`src/rtl/simple_processor_pkg.sv`:
```
// Shared types and constants for the simple processor pipeline.
// Instruction field layout and decoded micro-op bundle.
package simple_processor_pkg;

  localparam int INSTR_WIDTH    = 32;
  localparam int NUM_REGS       = 32;
  localparam int REG_ADDR_WIDTH = $clog2(NUM_REGS);
  localparam int DATA_WIDTH     = 32;
  localparam int IMM_WIDTH      = 6;

  localparam int FUNC_LSB = 0;
  localparam int FUNC_MSB = 3;
  localparam int RD_LSB   = 4;
  localparam int RD_MSB   = 8;
  localparam int RS1_LSB  = 9;
  localparam int RS1_MSB  = 13;
  localparam int RS2_LSB  = 14;
  localparam int RS2_MSB  = 18;
  localparam int IMM_LSB  = 19;
  localparam int IMM_MSB  = 24;

  typedef enum logic [3:0] {
    FUNC_ADD  = 4'h0,
    FUNC_SUB  = 4'h1,
    FUNC_ADDI = 4'h2
  } func_t;

  typedef struct packed {
    func_t                     func;
    logic [REG_ADDR_WIDTH-1:0] rd;
    logic [REG_ADDR_WIDTH-1:0] rs1;
    logic [REG_ADDR_WIDTH-1:0] rs2;
    logic [IMM_WIDTH-1:0]      imm;
    logic                      uses_rs2;
    logic                      legal;
  } decoded_instr_t;

endpackage

```
`src/rtl/decode_stage_scoreboard.sv`:
```
// Pending-write bits per architectural register.
// Set and clear in one cycle on the same bit: set wins.
module reg_scoreboard #(
  parameter int NUM_REGS       = 32,
  parameter int REG_ADDR_WIDTH = $clog2(NUM_REGS)
) (
  input  logic                      clk_i,
  input  logic                      rst_i,
  input  logic                      set_i,
  input  logic [REG_ADDR_WIDTH-1:0] set_idx_i,
  input  logic [NUM_REGS-1:0]       clr_mask_i,
  input  logic [REG_ADDR_WIDTH-1:0] lk_a_idx_i,
  output logic                      lk_a_o,
  input  logic [REG_ADDR_WIDTH-1:0] lk_b_idx_i,
  output logic                      lk_b_o
);

  logic [NUM_REGS-1:0] pending_q;
  logic [NUM_REGS-1:0] pending_d;

  always_comb begin
    pending_d = pending_q & ~clr_mask_i;
    if (set_i && (set_idx_i != '0)) begin
      pending_d[set_idx_i] = 1'b1;
    end
  end

  always_ff @(posedge clk_i) begin
    if (rst_i) begin
      pending_q <= '0;
    end else begin
      pending_q <= pending_d;
    end
  end

  assign lk_a_o = pending_q[lk_a_idx_i];
  assign lk_b_o = pending_q[lk_b_idx_i];

endmodule

```
`src/rtl/decode_stage.sv`:
```
// Decode stage: decodes fetch words, reads the RF, interlocks RAW
// hazards and holds one registered micro-op for execute.
module decode_stage
  import simple_processor_pkg::*;
#(
  parameter int INSTR_WIDTH    = 32,
  parameter int NUM_REGS       = 32,
  parameter int REG_ADDR_WIDTH = $clog2(NUM_REGS)
) (
  input  logic                      clk_i,
  input  logic                      rst_i,
  input  logic                      instr_valid_i,
  output logic                      instr_ready_o,
  input  logic [INSTR_WIDTH-1:0]    instr_i,
  output logic [REG_ADDR_WIDTH-1:0] rf_rs1_addr_o,
  output logic [REG_ADDR_WIDTH-1:0] rf_rs2_addr_o,
  input  logic [DATA_WIDTH-1:0]     rf_rs1_data_i,
  input  logic [DATA_WIDTH-1:0]     rf_rs2_data_i,
  output logic                      ex_valid_o,
  input  logic                      ex_ready_i,
  output func_t                     ex_func_o,
  output logic [DATA_WIDTH-1:0]     ex_rs1_data_o,
  output logic [DATA_WIDTH-1:0]     ex_rs2_data_o,
  output logic [IMM_WIDTH-1:0]      ex_imm_o,
  output logic [REG_ADDR_WIDTH-1:0] ex_rd_o,
  input  logic                      wb_valid_i,
  input  logic [REG_ADDR_WIDTH-1:0] wb_rd_i,
  input  logic                      flush_i,
  output logic                      illegal_o
);

  decoded_instr_t dec;
  logic [3:0]     fn;
  logic           unused_hi;

  assign fn        = instr_i[FUNC_MSB:FUNC_LSB];
  assign unused_hi = ^instr_i[INSTR_WIDTH-1:IMM_MSB+1];

  always_comb begin
    dec          = '0;
    dec.func     = func_t'(fn);
    dec.rd       = instr_i[RD_MSB:RD_LSB];
    dec.rs1      = instr_i[RS1_MSB:RS1_LSB];
    dec.rs2      = instr_i[RS2_MSB:RS2_LSB];
    dec.imm      = instr_i[IMM_MSB:IMM_LSB];
    unique case (1'b1)
      (fn == FUNC_ADD),
      (fn == FUNC_SUB): begin
        dec.legal    = 1'b1;
        dec.uses_rs2 = 1'b1;
      end
      (fn == FUNC_ADDI): begin
        dec.legal    = 1'b1;
      end
      default: ;
    endcase
  end

  assign rf_rs1_addr_o = dec.rs1;
  assign rf_rs2_addr_o = dec.rs2;

  logic                      ex_valid_q, ex_valid_d;
  func_t                     ex_func_q, ex_func_d;
  logic [DATA_WIDTH-1:0]     ex_rs1_q, ex_rs1_d;
  logic [DATA_WIDTH-1:0]     ex_rs2_q, ex_rs2_d;
  logic [IMM_WIDTH-1:0]      ex_imm_q, ex_imm_d;
  logic [REG_ADDR_WIDTH-1:0] ex_rd_q, ex_rd_d;
  logic                      illegal_q, illegal_d;

  logic                pend_rs1, pend_rs2;
  logic                hazard, slot_free, accept, issue;
  logic [NUM_REGS-1:0] clr_mask;

  // Interlock uses registered pending bits only; no bypass path.
  assign hazard        = pend_rs1 | (dec.uses_rs2 & pend_rs2);
  assign slot_free     = ~ex_valid_q | ex_ready_i;
  assign instr_ready_o = slot_free & ~hazard & ~flush_i;
  assign accept        = instr_valid_i & instr_ready_o;
  assign issue         = accept & dec.legal;

  always_comb begin
    clr_mask = '0;
    if (wb_valid_i) begin
      clr_mask[wb_rd_i] = 1'b1;
    end
    if (flush_i && ex_valid_q) begin
      clr_mask[ex_rd_q] = 1'b1;
    end
  end

  reg_scoreboard #(
    .NUM_REGS       (NUM_REGS),
    .REG_ADDR_WIDTH (REG_ADDR_WIDTH)
  ) u_scoreboard (
    .clk_i      (clk_i),
    .rst_i      (rst_i),
    .set_i      (issue),
    .set_idx_i  (dec.rd),
    .clr_mask_i (clr_mask),
    .lk_a_idx_i (dec.rs1),
    .lk_a_o     (pend_rs1),
    .lk_b_idx_i (dec.rs2),
    .lk_b_o     (pend_rs2)
  );

  always_comb begin
    ex_valid_d = ex_valid_q;
    ex_func_d  = ex_func_q;
    ex_rs1_d   = ex_rs1_q;
    ex_rs2_d   = ex_rs2_q;
    ex_imm_d   = ex_imm_q;
    ex_rd_d    = ex_rd_q;
    illegal_d  = accept & ~dec.legal;
    if (flush_i) begin
      ex_valid_d = 1'b0;
    end else if (issue) begin
      ex_valid_d = 1'b1;
      ex_func_d  = dec.func;
      ex_rs1_d   = rf_rs1_data_i;
      ex_rs2_d   = rf_rs2_data_i;
      ex_imm_d   = dec.imm;
      ex_rd_d    = dec.rd;
    end else if (ex_ready_i) begin
      ex_valid_d = 1'b0;
    end
  end

  always_ff @(posedge clk_i) begin
    if (rst_i) begin
      ex_valid_q <= 1'b0;
      ex_func_q  <= FUNC_ADD;
      ex_rs1_q   <= '0;
      ex_rs2_q   <= '0;
      ex_imm_q   <= '0;
      ex_rd_q    <= '0;
      illegal_q  <= 1'b0;
    end else begin
      ex_valid_q <= ex_valid_d;
      ex_func_q  <= ex_func_d;
      ex_rs1_q   <= ex_rs1_d;
      ex_rs2_q   <= ex_rs2_d;
      ex_imm_q   <= ex_imm_d;
      ex_rd_q    <= ex_rd_d;
      illegal_q  <= illegal_d;
    end
  end

  assign ex_valid_o    = ex_valid_q;
  assign ex_func_o     = ex_func_q;
  assign ex_rs1_data_o = ex_rs1_q;
  assign ex_rs2_data_o = ex_rs2_q;
  assign ex_imm_o      = ex_imm_q;
  assign ex_rd_o       = ex_rd_q;
  assign illegal_o     = illegal_q;

endmodule

```
`config.mk`:
```
export PLATFORM = sky130hd
export DESIGN_NAME = decode_stage
export DESIGN_NICKNAME = d
export VERILOG_FILES = /design/src/rtl/simple_processor_pkg.sv /design/src/rtl/decode_stage_scoreboard.sv /design/src/rtl/decode_stage.sv
export SDC_FILE = /design/constraint.sdc
export NUM_CORES = 1
export LEC_CHECK = 0
export CORE_ASPECT_RATIO = 1.25
export CORE_MARGIN = 1.5
export CORE_UTILIZATION = 40
export CTS_CLUSTER_SIZE = 12
export DETAILED_ROUTE_END_ITERATION = 16
export PLACE_DENSITY = 0.74
export RECOVER_POWER = 25
export SYNTH_ARGS = -nofsm -noshare
export SYNTH_HDL_FRONTEND = slang
export SYNTH_SLANG_ARGS = --single-unit
```
`constraint.sdc`:
```
create_clock -name clk_i -period 2.2 [get_ports clk_i]
set_clock_uncertainty 0.2 [all_clocks]
set_input_delay 0.22 -clock clk_i [delete_from_list [all_inputs] [get_ports clk_i]]
set_output_delay 0.22 -clock clk_i [all_outputs]
set_load 0.05 [all_outputs]
```
=== After elaboration in Yosys (flattened, before gate mapping) ===
Index checks and enable logic that the tools add are counted.
W data, S select, Z words.

* Register bits after elaboration: 113
* Input port bits: 107
* Output and inout port bits: 92
* Word-level logic and storage cells: 63

* Order comparisons: 8
* Eq/ne operators: 2
* Multiplexer cells: 17
* Bitwise gates (word level): 16
* Reductions and logical operators: 12

{| class="wikitable"
|+ Operator list
! cell !! count
|-
| $mux W32 || 3
|-
| $or A32 B32 Y32 || 2
|-
| $and A32 B32 Y32 || 1
|-
| $not A32 Y32 || 1
|-
| $lt A5 B6 Y1 const B || 5
|-
| $demux W1 S5 || 3
|-
| $ge A5 B1 Y1 const B || 3
|-
| $bmux W1 S5 || 2
|-
| $mux W1 || 9
|-
| $and A1 B1 Y1 || 6
|-
| $logic_and A1 B1 Y1 || 5
|-
| $reduce_bool A5 Y1 || 1
|-
| $eq A4 B1 Y1 const B || 1
|-
| $eq A4 B2 Y1 const B || 1
|-
| $logic_not A4 Y1 || 1
|-
| $not A1 Y1 || 4
|-
| $reduce_or A2 Y1 || 2
|-
| $reduce_or A3 Y1 || 1
|-
| $or A1 B1 Y1 || 2
|-
| $reduce_and A2 Y1 || 1
|-
| $reduce_bool A2 Y1 || 1
|}

=== Longest topological paths before layout ===
* Word-level depth: 12
* Gate-level depth with buffers: 10
* Gate-level depth less buffers: 6

=== Cells and area by module ===
From an unflattened synthesis, not the netlist that was laid out.

* Cells, all modules: 657
* Area, all modules: 6,493.7 um^2

{| class="wikitable"
|+ Modules (own cells, without submodules)
! module !! instances !! cells an instance !! area each (um^2) !! seq. area each (um^2)
|-
| decode_stage || 1 || 430 || 4,621.9 || 1,621.6
|-
| reg_scoreboard || 1 || 227 || 1,871.8 || 640.6
|}

=== Worst setup path before layout ===
No wires, ideal clock.

* Path type: input -> register
* Start: input instr_i[14]
* End: register ex_func_q[1], in the netlist ex_func_o[1]
* Library setup time: 164 ps
* Data arrival time: 2,504 ps
* Required time: 1,836 ps
* Slack: -668 ps
* Cell stages on the path: 8
* Path buffers: 2
* Cell sequence: buf_2 > mux4_2 > mux2i_1 > mux2i_1 > a22o_1 > buf_2 > nor2_1 > a311oi_1

* Word-level cells in the longest chain between the ends: 10

{| class="wikitable"
|+ Ends and longest elaborated chain
! item !! RTL line !! source
|-
| from (decl) || decode_stage.sv:14 || <nowiki>input logic [INSTR_WIDTH-1:0] instr_i,</nowiki>
|-
| $bmux W1 S5 || decode_stage_scoreboard.sv:37 || <nowiki>assign lk_b_o = pending_q[lk_b_idx_i];</nowiki>
|-
| $mux W1 (implied by the code) || decode_stage_scoreboard.sv:37 ||
|-
| $and A1 B1 Y1 || decode_stage.sv:75 || <nowiki>assign hazard = pend_rs1 | (dec.uses_rs2 & pend_rs2);</nowiki>
|-
| $or A1 B1 Y1 || decode_stage.sv:75 ||
|-
| $not A1 Y1 || decode_stage.sv:77 || <nowiki>assign instr_ready_o = slot_free & ~hazard & ~flush_i;</nowiki>
|-
| $and A1 B1 Y1 (2 in series) || decode_stage.sv:77 ||
|-
| net instr_ready_o || decode_stage.sv:13 || <nowiki>output logic instr_ready_o,</nowiki>
|-
| $and A1 B1 Y1 || decode_stage.sv:78 || <nowiki>assign accept = instr_valid_i & instr_ready_o;</nowiki>
|-
| $and A1 B1 Y1 || decode_stage.sv:79 || <nowiki>assign issue = accept & dec.legal;</nowiki>
|-
| $reduce_and A2 Y1 (no source line) || - ||
|-
| to (signal assigned) || decode_stage.sv:139 || <nowiki>ex_func_q <= ex_func_d;</nowiki>
|-
| to (decl) || decode_stage.sv:63 || <nowiki>func_t ex_func_q, ex_func_d;</nowiki>
|}

The timed path passes the listed nets, and every way through them passes these cells. The select of a mux whose other input is x is not followed.
A chain may end at the register's enable or synchronous reset.

=== Worst setup path after layout ===
* Start: register u_scoreboard.pending_q[12]
* End: register ex_rs1_q[5], in the netlist ex_rs1_data_o[5]

* Word-level cells in the longest chain between the ends: 10
* Elaborated cells on any way between the ends: 12
* Those cells by class: mux (4); bitwise (7); reduce/logical (1)

{| class="wikitable"
|+ Ends and longest elaborated chain
! item !! RTL line !! source
|-
| from (decl) || decode_stage_scoreboard.sv:18 || <nowiki>logic [NUM_REGS-1:0] pending_q;</nowiki>
|-
| from (signal assigned) || decode_stage_scoreboard.sv:32 || <nowiki>pending_q <= pending_d;</nowiki>
|-
| $bmux W1 S5 || decode_stage_scoreboard.sv:37 ||
|-
| $mux W1 (implied by the code) || decode_stage_scoreboard.sv:37 ||
|-
| $and A1 B1 Y1 || decode_stage.sv:75 ||
|-
| $or A1 B1 Y1 * || decode_stage.sv:75 ||
|-
| $not A1 Y1 * || decode_stage.sv:77 ||
|-
| $and A1 B1 Y1 * (2 in series) || decode_stage.sv:77 ||
|-
| $and A1 B1 Y1 * || decode_stage.sv:78 ||
|-
| $and A1 B1 Y1 * || decode_stage.sv:79 ||
|-
| $reduce_and A2 Y1 (no source line) * || - ||
|-
| to (signal assigned) || decode_stage.sv:140 || <nowiki>ex_rs1_q <= ex_rs1_d;</nowiki>
|-
| to (decl) || decode_stage.sv:64 || <nowiki>logic [DATA_WIDTH-1:0] ex_rs1_q, ex_rs1_d;</nowiki>
|}

Every way passes the cells marked *; elsewhere a longest branch is shown, timed or not. The select of a mux whose other input is x is not followed.

==> impl_results.md <==
- I/O Buffers: between 150 and 200
- Ys async rst share: 0%
- Status: finished with violations
- Root Buffer Master: clkbuf_16
- Finished Layout Cells: between 1000 and 1500
- Core Util, Final: 79.7%
- Remaining Overflow, GRT: 0
- DP Worst Slack: -0.865 ns
- Hold crit path type: input port to flip-flop
- Largest net degree at the start of global routing: 77
- Total power draw: 5.98 mW
- Starting Density: 40.8%
- Post-synth top area share: 41.9%
- # nets final: 957
- Max-slew violations: 0
- P&R area growth vs syn: 95.4%
- WL final: 26.4 mm
- Vias in the first global route: 6761
- Slowest library cell on the worst path: mux4_2
- Synth Cell Area: approximately 0.0054 mm²
- Max Cap Viol: 0
- Post-synth EDFFs: 0
- Final setup viols: approximately 110
- CP arrival: 2.77 ns
- Placed Cells: approximately 970
- Antenna violations before repair: 1
- Tcrit/Tclk final: 120%
- Post-synthesis sequential area ratio: approximately two fifths
- Final ANT Viol Nets: 0
- Post-synthesis net count: 721
- Post-Syn Instances: 614
- CTS tree: done
- Routed len/inst: 25.5 µm
- TNS Setup: -37.26 ns
- Mapped Avg Cell Area: 8.80 µm²
- H-tree levels: 4
- Commonest non-fill, non-tap cell in the layout: clkdlybuf4s50_1
- Kind of end point of the critical path: flip-flop
- Die width: 107 µm
- Critical Path Start Type: flip-flop
- WS Path Type: flip-flop to flip-flop
- Worst-margin pin slew: 1.00 ns
- Static leakage: 3.42 nW
- Syn. warnings: 0
- Cell area after layout: 0.0106 mm²
- Share of cells above drive strength 1: 40.1%
- Setup ws final: -0.432 ns
- Die Span Y: 133 µm
- RSZ-0062 raised after global routing: yes
- Core region area: roughly 0.013 mm²
- Max incr delay on CP: 0.48 ns
- Crit-path most repeated cell: buf_4
- Area after DPL: 0.00782 mm²
- Main synth FF type: dfxtp_1
- Flops & latches, synth: roughly 110
- GPL Wtd Cong: between 1 and 1.5
- Io pins: a little under 200
- DP HPWL: 13.6 mm
- Bufs and invs on worst path: 5
- Crit path required time: approximately 2.3 ns
- DR vias/cell: 6.41
- Crit path cell chain: mux4_2 -> mux2i_1 -> mux2i_2 -> buf_4 -> a22oi_2 -> buf_4 -> buf_12 -> buf_6 -> buf_16 -> nand3_4 -> a21oi_2
- Min Clock Period, post-route: 2.63 ns
- Total Routing Usage GR: 33.0%
- Netlist cell types: 44
- Clk buf depth: 2
- Iteration count of the initial detailed-routing pass: 5
- Power per Cell Area: 567 mW/mm²
- Fmax: 0.380 GHz
- Die ar.: 0.0142 mm²
- Row count: 47
- Delay-heaviest family, CP: multiplexers
- Relative slew margins: 33.1%
- Worst skew pair latency: 0.42 ns
- First-pass GRT wire length: 36.1 mm
- Drt initial violations: ~620
- Failing checks: setup timing
- Area leader, netlist: dfxtp_1
- Hold Fails Final Rpt: 0
- Peak supply drop: 0.677 mV
- Largest cells by area after synthesis: dfxtp_1 42%, nand3_1 7.3%, a21oi_1 7.1%
- Final hold slack: 0.165 ns
- Reg clk slew, reported paths: 0.06 ns
- Vias: about 6600
- Most frequent cells in the layout: 162 x clkdlybuf4s50_1, 104 x dfxtp_1, 68 x a21oi_2, 50 x o21ai_0, 49 x buf_4
- CTS buffer count: 17
- DRC: 0
- Clk sinks: 113
- Crit-path max FO: 6
[worst min-delay path, delay by kind of cell]
family / cells / cell delay, ns
compound gates: 1 / 0.04
simple gates: 1 / 0.07
buf+inv: 1 / 0.41
[cells in the mapped netlist (all sizes together) (3+ instances only)]
library cell and instances:
dfxtp 113, nand3 80, a21oi 77, o21ai 75, buf 35, clkbuf 34, nor2b 34, o221ai 31
o31ai 31, mux4 13, nor2 13, mux2i 12, nand2 12, nand3b 11, or3 5, or3b 5
a211oi 3, a22oi 3, nand2b 3, nand4 3
[state kept, by name, indices dropped and copies added (netlist names)]
signal,count
ex_rs1_data_o,32
ex_rs2_data_o,32
u_scoreboard.pending_q,32
ex_rd_o,5
ex_valid_o,1
ex_func_o,4
ex_imm_o,6
illegal_o,1
[final cells by class]
type	count	area, µm²
sequential	113	2270
inverter	2	7.51
clock inverter	14	203
timing repair buffer	286	3250
clock buffer	18	439
multi-input combinational	430	4160
antenna	1	2.50
tap	171	214
fill	745	2680
[routing by layer]
metal | vias up | global-route usage [%] | wire [µm]
li1 | 2807 | - | -
met1 | 3218 | 35.9 | 8910
met2 | 442 | 57.7 | 13300
met3 | 171 | 8.18 | 2240
met4 | 0 | 18.8 | 1980
met5 | - | 0 | 0
[power by group]
| part | leakage (nW) | switching [mW] | internal [mW] |
|---|---|---|---|
| Clock | 0.312 | 1.10 | 1.94 |
| Sequential | 0.916 | 0.0171 | 2.07 |
| Combinational | 2.19 | 0.474 | 0.379 |
[cell families after synthesis]
family / count (synthesis) / share of synthesized area, %
AOI/OAI and AO/OA: 226 / 25.3
buffers and inverters: 71 / 6.51
muxes: 26 / 7.85
DFF: 113 / 41.9
and+or+nand+nor: 178 / 18.4
[path summary, 6_finish.rpt]
path                                          from                        endpoint  slack, ns  cells after the start
min reg2reg         ex_rs2_data_o[27]$_SDFFE_PP0P_  ex_rs2_data_o[27]$_SDFFE_PP0P_       0.28                      2
max          u_scoreboard.pending_q[12]$_SDFF_PP0_   ex_rs1_data_o[5]$_SDFFE_PP0P_      -0.43                     11
min                                    instr_i[21]        ex_imm_o[2]$_SDFFE_PP0P_       0.16                      3
max reg2reg  u_scoreboard.pending_q[12]$_SDFF_PP0_   ex_rs1_data_o[5]$_SDFFE_PP0P_      -0.43                     11
[what timing repair did]
item	4_1_cts	5_1_grt
endpoints found under the setup margin	114	112
buffers inserted	21	4
pin swaps	38	113
endpoints found under the hold margin	7	0
gates cloned	15	1
resized for setup	112	208
hold buffers	1	0
Power figures use the tool's default switching activity.
